$ cat src/rtl/spike_network_arbiter.sv
// Picks one spike per annealing step (round-robin over active neurons) and broadcasts {code,id}; latency active_neuron+1 cycles.
// Backpressure: scan starts only when all active neurons are in NETWORK; stays in WAIT until they all leave.
module spike_network_arbiter #(
    parameter int TEN_DATA_WIDTH  = 2,
    parameter int NUM_NEURON      = 512,
    parameter int NEURON_ID_WIDTH = 9
) (
    input  logic                                      clk,
    input  logic                                      reset,
    input  logic [NUM_NEURON-1:0]                     en_network_vec,
    input  logic [NUM_NEURON*TEN_DATA_WIDTH-1:0]      spike_vec,
    input  logic [NEURON_ID_WIDTH-1:0]                active_neuron,
    output logic [TEN_DATA_WIDTH+NEURON_ID_WIDTH-1:0] spike_bcast,
    output logic                                      network_done,
    output logic                                      net_busy,
    output logic [NEURON_ID_WIDTH:0]                  fire_count
);

    localparam int IW = NEURON_ID_WIDTH;
    localparam int CW = NEURON_ID_WIDTH + 1;
    localparam int DW = TEN_DATA_WIDTH;

    typedef enum logic [1:0] {
        IDLE = 2'd0,
        SCAN = 2'd1,
        DONE = 2'd2,
        WAIT = 2'd3
    } state_t;

    state_t               state_q;
    logic [IW-1:0]        rr_ptr_q;
    logic [IW-1:0]        act_q;
    logic [IW-1:0]        idx_q;
    logic [CW-1:0]        cnt_q;
    logic [CW-1:0]        cnt_fire_q;
    logic                 found_q;
    logic [DW-1:0]        win_code_q;
    logic [IW-1:0]        win_id_q;
    logic [DW+IW-1:0]     bcast_q;
    logic                 done_q;
    logic [CW-1:0]        fire_count_q;

    logic [NUM_NEURON-1:0] live_mask;
    logic [NUM_NEURON-1:0] held_mask;
    logic                  all_ready;
    logic                  any_held;

    logic [DW-1:0]        code;
    logic                 legal;
    logic                 take;
    logic                 found_d;
    logic [DW-1:0]        win_code_d;
    logic [IW-1:0]        win_id_d;
    logic [CW-1:0]        cnt_fire_d;
    logic [CW-1:0]        cnt_d;
    logic                 last_visit;
    logic [CW-1:0]        idx_inc;
    logic [IW-1:0]        idx_d;
    logic [CW-1:0]        win_inc;
    logic [IW-1:0]        rr_ptr_d;
    logic [IW-1:0]        scan_start;

    // Live count gates entry; the latched count governs the scan and the WAIT exit.
    always_comb begin
        live_mask = '0;
        held_mask = '0;
        for (int i = 0; i < NUM_NEURON; i++) begin
            live_mask[i] = (i < 32'(active_neuron));
            held_mask[i] = (i < 32'(act_q));
        end
    end

    assign all_ready = &(en_network_vec | ~live_mask);
    assign any_held  = |(en_network_vec & held_mask);

    assign code  = spike_vec[idx_q*DW +: DW];
    assign legal = (code == DW'(1)) || (code == DW'(2));
    assign take  = legal && !found_q;

    assign found_d    = found_q | legal;
    assign win_code_d = take ? code  : win_code_q;
    assign win_id_d   = take ? idx_q : win_id_q;
    assign cnt_fire_d = legal ? cnt_fire_q + 1'b1 : cnt_fire_q;

    assign cnt_d      = cnt_q + 1'b1;
    assign last_visit = (cnt_d == {1'b0, act_q});

    assign idx_inc = {1'b0, idx_q} + 1'b1;
    assign idx_d   = (idx_inc == {1'b0, act_q}) ? '0 : idx_inc[IW-1:0];

    assign win_inc  = {1'b0, win_id_q} + 1'b1;
    assign rr_ptr_d = (win_inc == {1'b0, act_q}) ? '0 : win_inc[IW-1:0];

    // A pointer left over from a larger array would never hit the wrap point.
    assign scan_start = (rr_ptr_q >= active_neuron) ? '0 : rr_ptr_q;

    always_ff @(posedge clk) begin
        if (reset) begin
            state_q      <= IDLE;
            rr_ptr_q     <= '0;
            act_q        <= '0;
            idx_q        <= '0;
            cnt_q        <= '0;
            cnt_fire_q   <= '0;
            found_q      <= 1'b0;
            win_code_q   <= '0;
            win_id_q     <= '0;
            bcast_q      <= '0;
            done_q       <= 1'b0;
            fire_count_q <= '0;
        end else begin
            case (state_q)
                IDLE: begin
                    done_q <= 1'b0;
                    if (all_ready && (active_neuron != '0)) begin
                        state_q    <= SCAN;
                        act_q      <= active_neuron;
                        idx_q      <= scan_start;
                        cnt_q      <= '0;
                        cnt_fire_q <= '0;
                        found_q    <= 1'b0;
                    end
                end
                SCAN: begin
                    idx_q      <= idx_d;
                    cnt_q      <= cnt_d;
                    cnt_fire_q <= cnt_fire_d;
                    found_q    <= found_d;
                    win_code_q <= win_code_d;
                    win_id_q   <= win_id_d;
                    // Outputs are loaded from the final visit's next-state so they are valid throughout DONE.
                    if (last_visit) begin
                        state_q      <= DONE;
                        done_q       <= 1'b1;
                        fire_count_q <= cnt_fire_d;
                        bcast_q      <= found_d ? {win_code_d, win_id_d} : '0;
                    end
                end
                DONE: begin
                    done_q  <= 1'b0;
                    state_q <= WAIT;
                    if (found_q) begin
                        rr_ptr_q <= rr_ptr_d;
                    end
                end
                WAIT: begin
                    if (!any_held) begin
                        state_q <= IDLE;
                    end
                end
                default: begin
                    state_q <= IDLE;
                    done_q  <= 1'b0;
                end
            endcase
        end
    end

    assign spike_bcast  = bcast_q;
    assign network_done = done_q;
    assign net_busy     = (state_q != IDLE);
    assign fire_count   = fire_count_q;

endmodule
$ cat config.mk
export PLATFORM = sky130hd
export DESIGN_NAME = spike_network_arbiter
export DESIGN_NICKNAME = d
export VERILOG_FILES = /design/src/rtl/spike_network_arbiter.sv
export SDC_FILE = /design/constraint.sdc
export NUM_CORES = 2
export LEC_CHECK = 0
export CORE_AREA = 2 2 618 620
export CTS_CLUSTER_SIZE = 16
export DETAILED_ROUTE_END_ITERATION = 6
export DIE_AREA = 0 0 620 622
export HOLD_SLACK_MARGIN = 0.02
export SETUP_SLACK_MARGIN = 0.3
export SYNTH_ARGS = -nofsm -noshare
export SYNTH_HDL_FRONTEND = slang
export SYNTH_SLANG_ARGS = --single-unit
export TNS_END_PERCENT = 5
$ cat constraint.sdc
create_clock -name clk -period 4.2 [get_ports clk]
set_clock_uncertainty 0.1 [all_clocks]
set_input_delay 0.84 -clock clk [delete_from_list [all_inputs] [get_ports clk]]
set_output_delay 0.84 -clock clk [all_outputs]
set_load 0.005 [all_outputs]
After elaboration in Yosys (flattened, before gate mapping)
Index checks and enable logic that the tools add are counted.
{"block": "totals", "reg_bits": 83, "input_bits": 1547, "out_inout_bits": 23}
{"block": "op_classes", "addsub": 4, "n_lt_le_gt_ge": 1023, "n_eq_ne": 11, "shift": 1, "n_mux": 20, "bitwise": 4, "reduce_logical": 18}
{"op": "9-bit less-than comparator, first input constant", "count": 510}
{"op": "8-bit by 9-bit less-than comparator with 1-bit output, first input constant", "count": 256}
{"op": "7-bit by 9-bit less-than comparator with 1-bit output, first input constant", "count": 128}
{"op": "1024-bit by 11-bit indexed part select with 2-bit output", "count": 1}
{"op": "6-bit by 9-bit less-than comparator with 1-bit output, first input constant", "count": 64}
{"op": "512-bit by 511-bit AND with 512-bit output", "count": 1}
{"op": "511-bit NOT with 512-bit output", "count": 1}
{"op": "512-bit OR", "count": 1}
{"op": "512-bit AND reduction", "count": 1}
{"op": "512-bit OR reduction", "count": 1}
{"op": "5-bit by 9-bit less-than comparator with 1-bit output, first input constant", "count": 32}
{"op": "4-bit by 9-bit less-than comparator with 1-bit output, first input constant", "count": 16}
{"op": "3-bit by 9-bit less-than comparator with 1-bit output, first input constant", "count": 8}
{"op": "9-bit 2-to-1 mux", "count": 5}
{"op": "10-bit one-hot mux with 2 select lines", "count": 2}
{"op": "1-bit by 9-bit less-than comparator with 1-bit output, first input constant", "count": 4}
{"op": "2-bit by 9-bit less-than comparator with 1-bit output, first input constant", "count": 4}
{"op": "10-bit by 9-bit == test with 1-bit output", "count": 3}
{"op": "10-bit by 1-bit adder with 10-bit output, second input constant", "count": 2}
{"op": "9-bit by 1-bit adder with 10-bit output, second input constant", "count": 2}
{"op": "10-bit 2-to-1 mux", "count": 2}
{"op": "9-bit one-hot mux with 2 select lines", "count": 1}
{"op": "11-bit 2-to-1 mux", "count": 1}
{"op": "2-bit AND reduction", "count": 5}
{"op": "other kinds (17)", "count": 30}

Longest topological paths before layout
{"block": "logic_depth", "depth_word": 7, "mapped_depth": 18, "ltp_nobuf": 13}

Worst setup path after synthesis
No wires, ideal clock.
{"block": "synth_path", "path_kind": "input to register", "startpoint": "input active_neuron[6]", "endpoint": "register cnt_fire_q[2]", "arrival_ps": 4208, "slack_ps": -230, "path_stages": 13, "cell_sequence": "buf_2 buf_2 nor4b_2 a211oi_1 a2111o_1 or4_1 or4_4 nor4_4 a41oi_2 a21o_1 and2_1 clkbuf_2 a221o_1"}
{"block": "synth_between", "elab_chain_len": 7, "word_cells_on_any_way": 518, "cone_classes": "order compare: 511; eq/ne: 1; bitwise: 2; reduce/logical: 4"}
{"element": "from (decl)", "line_no": "12", "text": "input logic [NEURON_ID_WIDTH-1:0] active_neuron,"}
{"element": "1-bit by 9-bit less-than comparator with 1-bit output, or another cell as far along", "line_no": "68", "text": "live_mask[i] = (i < 32'(active_neuron));"}
{"element": "511-bit NOT with 512-bit output", "line_no": "73", "text": "assign all_ready = &(en_network_vec | ~live_mask);"}
{"element": "512-bit OR", "line_no": "73"}
{"element": "512-bit AND reduction", "line_no": "73"}
{"element": "1-bit logical AND *", "line_no": "115", "text": "if (all_ready && (active_neuron != '0)) begin"}
{"element": "2-bit inequality test (no source line) *"}
{"element": "2-bit AND reduction (no source line) *"}
{"element": "to (signal assigned)", "line_no": "127", "text": "cnt_fire_q <= cnt_fire_d;"}
{"element": "to (decl)", "line_no": "35", "text": "logic [CW-1:0] cnt_fire_q;"}
Mark *: on every way between the ends. The rest lies on a longest branch, timed or not.
A chain may end at the register's enable or synchronous reset.

Worst setup path after layout
{"block": "layout_path", "startpoint": "input active_neuron[3]", "endpoint": "register act_q[1]"}
{"block": "layout_between", "elab_chain_len": 6, "word_cells_on_any_way": 517, "cone_classes": "order compare: 511; bitwise: 2; reduce/logical: 4"}
{"element": "1-bit by 9-bit less-than comparator with 1-bit output, or another cell as far along", "line_no": "68"}
{"element": "511-bit NOT with 512-bit output", "line_no": "73"}
{"element": "512-bit OR", "line_no": "73"}
{"element": "512-bit AND reduction", "line_no": "73"}
{"element": "1-bit logical AND *", "line_no": "115"}
{"element": "2-bit AND reduction (no source line) *"}
{"element": "to (signal assigned)", "line_no": "117", "text": "act_q <= active_neuron;"}
{"element": "to (decl)", "line_no": "32", "text": "logic [IW-1:0] act_q;"}
Marked as above.

==> results.ini <==
[sta]
hold_viol_final = 0
rsz0062_at_grt = true
slew_violations = 0
setup_viol = 69
finalCritPeriodShare_pct = 118.9
worst_slew_pin_slew_ns = 1.138
whs_ns = 0.3792
max_freq_mhz = 200.3
worst_slack_ns = -0.7933
max-slew-margin-rel_pct = 24.10
min_period_ns = 4.993

[floorplanning]
dieArea_mm2 = 0.3856
io_pins = 1570
core_area_mm2 = 0.3783
fp.dieH_um = 622
initial_core_util_pct = 6.873
rows = 226
die_w_um = 620

[global_route]
grt_remaining_overflow = 0
antenna_found_initial = 186
grt_pass1_wl_um = 593200
grt_pass1_vias = 50130
grt.total_usage_pct = 24.16
grt_max_degree = 48

[cts]
h-tree-depth = 3
cts_tree = built
cts-root-buf = clkbuf_16
clock_latency_ns = 0.36
clock_path_buffers = 2
cts_buffers = 9
clock_sinks = 83
clk_transition_reported_paths_ns = 0.07

[logic_synthesis]
synth_area_leaders = mux4_2 21%, dfxtp_1 6.4%, a21oi_1 5.7%, o21ai_0 5.4%, clkbuf_1 3.8%
async_flop_share_pct = 0
synth-seq-cells = 83
synthCells = 3422
synth_nets = 4986
netlist_area_mm2 = 0.02600
synth_warnings = 0
yosys.area.top_type = mux4_2
ys.flop_type = dfxtp_1
ys_seq_area_share_pct = 6.390
synth_cell_types = 100
syn_avg_cell_area_um2 = 7.599
synth_top_area_share_pct = 20.70
synth_edf_count = 0

[layout]
fin_area_mm2 = 0.06433
drive_above_1_share_pct = 35.49
fillCellCount = 43040
area_growth_pct = 147.4
final_net_count = 7922

[detailed_routing]
drtIter0Drc = 6088
drt-vias-per-instance = 4.376
firstDrtPassIters = 7
final_antenna_net_count = 0
wl_um = 486500
wl_per_cell_um = 42.49
vias = 50090
drc_errors = 3

[setup_path]
reg2reg_from = act_q[8]
reg2reg_setup_slack_ns = -0.60
cpPeakStageDelay_ns = 0.43
arrival_ns = 5.18
critPathKind = input port to register
critPathMostFrequentCell = buf_4
worstReg2RegEnd = state_q[1]
crit_path_max_fanout = 6
cp-end-kind = register
crit_chain = buf_8 -> buf_12 -> buf_4 -> buf_12 -> o211ai_1 -> buf_4 -> nor3_1 -> a2111oi_4 -> buf_4 -> nand4_1 -> nor4_2 -> buf_4 -> o2111ai_1 -> nor2_2 -> nand4_1 -> buf_6 -> nor2_4 -> buf_12 -> nand2_2 -> buf_6 -> a21oi_2
crit_required_ns = 4.39
start_kind = input port
r2r_cells = 15
slowest_stage = nand4_1
crit_start = active_neuron[3]

[power_and_ir_drop]
vdd_drop_max_v = 0.0002258
p_per_area_mw_per_mm2 = 186.3
p_leak_nw = 23.46

[worst_hold_path]
holdCritStartpoint = spike_bcast[2]
hold_path.class = register to register
whs_path_depth = 2
hold_end = spike_bcast[2]

[placement]
gp_congestion = 1.097
post_dp_cell_area_mm2 = 0.06251
portBuffers = 1568
dpl.hpwl_um = 434100

[flow_run]
cap_violations = 0

[outcome]
status = finished, violations left
violations = design-rule violations, negative setup slack

==> layout make-up <==
class	count	area, um2	area share (%)
clock buffers	10	239.0	0.3715
flip-flops and latches	83	1688	2.624
well taps	5016	6276	9.755
clock inverters	6	102.6	0.1595
diodes	69	172.7	0.2684
inverters	58	221.5	0.3442
multi-input cells	2879	23480	36.49
repair buffers	3327	32160	49.98
==> power breakdown <==
| part | switching, W | leakage [nW] | internal (W) | total (W) |
|---|---|---|---|---|
| sequential | 0.0000804 | 0.675 | 0.000810 | 0.000890 |
| clock | 0.000385 | 0.169 | 0.000553 | 0.000938 |
| combinational | 0.00510 | 22.6 | 0.00505 | 0.0102 |
| total | 0.00557 | 23.5 | 0.00641 | 0.0120 |
==> placed cells by master (no fill, tap or decap), types with 31 or more instances in the layout <==
master           Yosys  routed
a22oi_1             85      85
nand2_1            203     198
o31a_1              33      33
xnor2_1             31      31
dfxtp_1             83      72
nand4_1             74      74
mux2i_1             88      77
o21ai_0            281     265
diode_2              0      69
nor4_1              50      38
a211oi_1            84      77
o221ai_1            42      41
buf_12               0     245
clkdlybuf4s50_1      0    1556
o22ai_1             88      86
o211ai_1            71      71
a31oi_1             63      60
a221oi_1            38      36
inv_1               57      55
nand3_1            111     109
nor2_1             171     162
nor3_1              81      72
a21oi_1            297     285
mux4_2             239     239
a21o_1              53      52
buf_4                5    1490
a31o_2              35      35
o21a_1              62      61
==> critical path: cells and delay by family <==
| family | cells | cell delay, ns |
|---|---|---|
| AND/OR/NAND/NOR | 7 | 1.67 |
| AO/OA/AOI/OAI | 4 | 1.00 |
| buffers and inverters | 10 | 1.65 |
==> worst max-delay path by stage <==
| stage | depth (start not counted) | slack [ns] | endpoint |
|---|---|---|---|
| 6_report | 21 | -0.79 | act_q[1] |
| 5_1_grt | 19 | -0.64 | act_q[1] |
| 4_1_cts | 20 | -0.50 | act_q[1] |
| 3_5_place_dp | 18 | -1.96 | cnt_fire_q[7] |
| 3_3_place_gp | 18 | -2.01 | cnt_fire_q[2] |
| 2_1_floorplan | 13 | -0.11 | cnt_fire_q[2] |
==> metrics by stage <==
| step | TNS [ns] | cells | util, % | setup slack, ns | power (W) |
|---|---|---|---|---|---|
| floorplan | -0.7583 | 3422 | - | -0.1147 | 0.004361 |
| global placement | -115.09 | 11310 | 16.52 | -2.014 | 0.01097 |
| global route | -32.87 | 11430 | 16.99 | -0.6351 | 0.01239 |
| finish | -29.57 | 11450 | 17.00 | -0.7933 | 0.01198 |
| CTS | -25.53 | 11380 | 16.90 | -0.5033 | 0.01211 |
| detailed placement | -111.76 | 11310 | 16.52 | -1.957 | 0.01092 |
==> Yosys cell counts (23+ instances only) <==
cell         n
nor2b_1     35
or4_1       24
and3_1      27
nand2_1    203
nor3_1      81
mux4_2     239
a22oi_1     85
o221ai_1    42
nand4_1     74
o22ai_1     88
buf_1       53
o21a_1      62
or3_1       23
a31o_2      35
o31a_1      33
nor4_1      50
and2_1      23
a211oi_1    84
o21ai_0    281
mux2i_1     88
clkbuf_1   264
o2111ai_1   30
inv_1       57
a21o_1      53
buf_2       77
o211ai_1    71
a2111oi_0   23
a21oi_1    297
xnor2_1     31
nand2b_1    30
nand3_1    111
a221oi_1    38
nor2_1     171
a31oi_1     63
dfxtp_1     83
o31ai_1     26
==> cells by family (layout without fill, tap and decap cells) <==
kind of cell,count (synthesis),count (layout),synth area share (%)
xor+xnor,51,51,1.718
simple gates,976,976,20.33
fa+ha+maj,20,20,0.9334
flops,83,83,6.390
buf+inv,460,3401,7.145
compound gates,1502,1502,39.27
mux,330,330,24.22
other cells,0,69,0
==> sequential cells by signal, indices dropped and copies added (netlist names) <==
signal	flops
idx_q	9
cnt_fire_q	10
spike_bcast	11
rr_ptr_q	9
found_q	1
state_q	2
fire_count	10
network_done	1
win_id_q	9
act_q	9
win_code_q	2
cnt_q	10
==> per-layer routing <==
layer / vias up / share of wire [%] / global-route usage, %
met1: 24810 / 32 / 23.68
met3: 1317 / 7.1 / 4.920
li1: 19970 / - / -
met5: - / 0.055 / 0.01249
met4: 40 / 11 / 21.46
met2: 3960 / 50 / 42.99
==> repair_timing <==
action,4_1_cts,5_1_grt
buffers inserted,45,4
gates resized for setup,164,41
setup endpoints to repair,73,73
gates cloned,3,0
hold buffers,0,0
pin swaps,43,12
(Power assumes the default switching activity.)
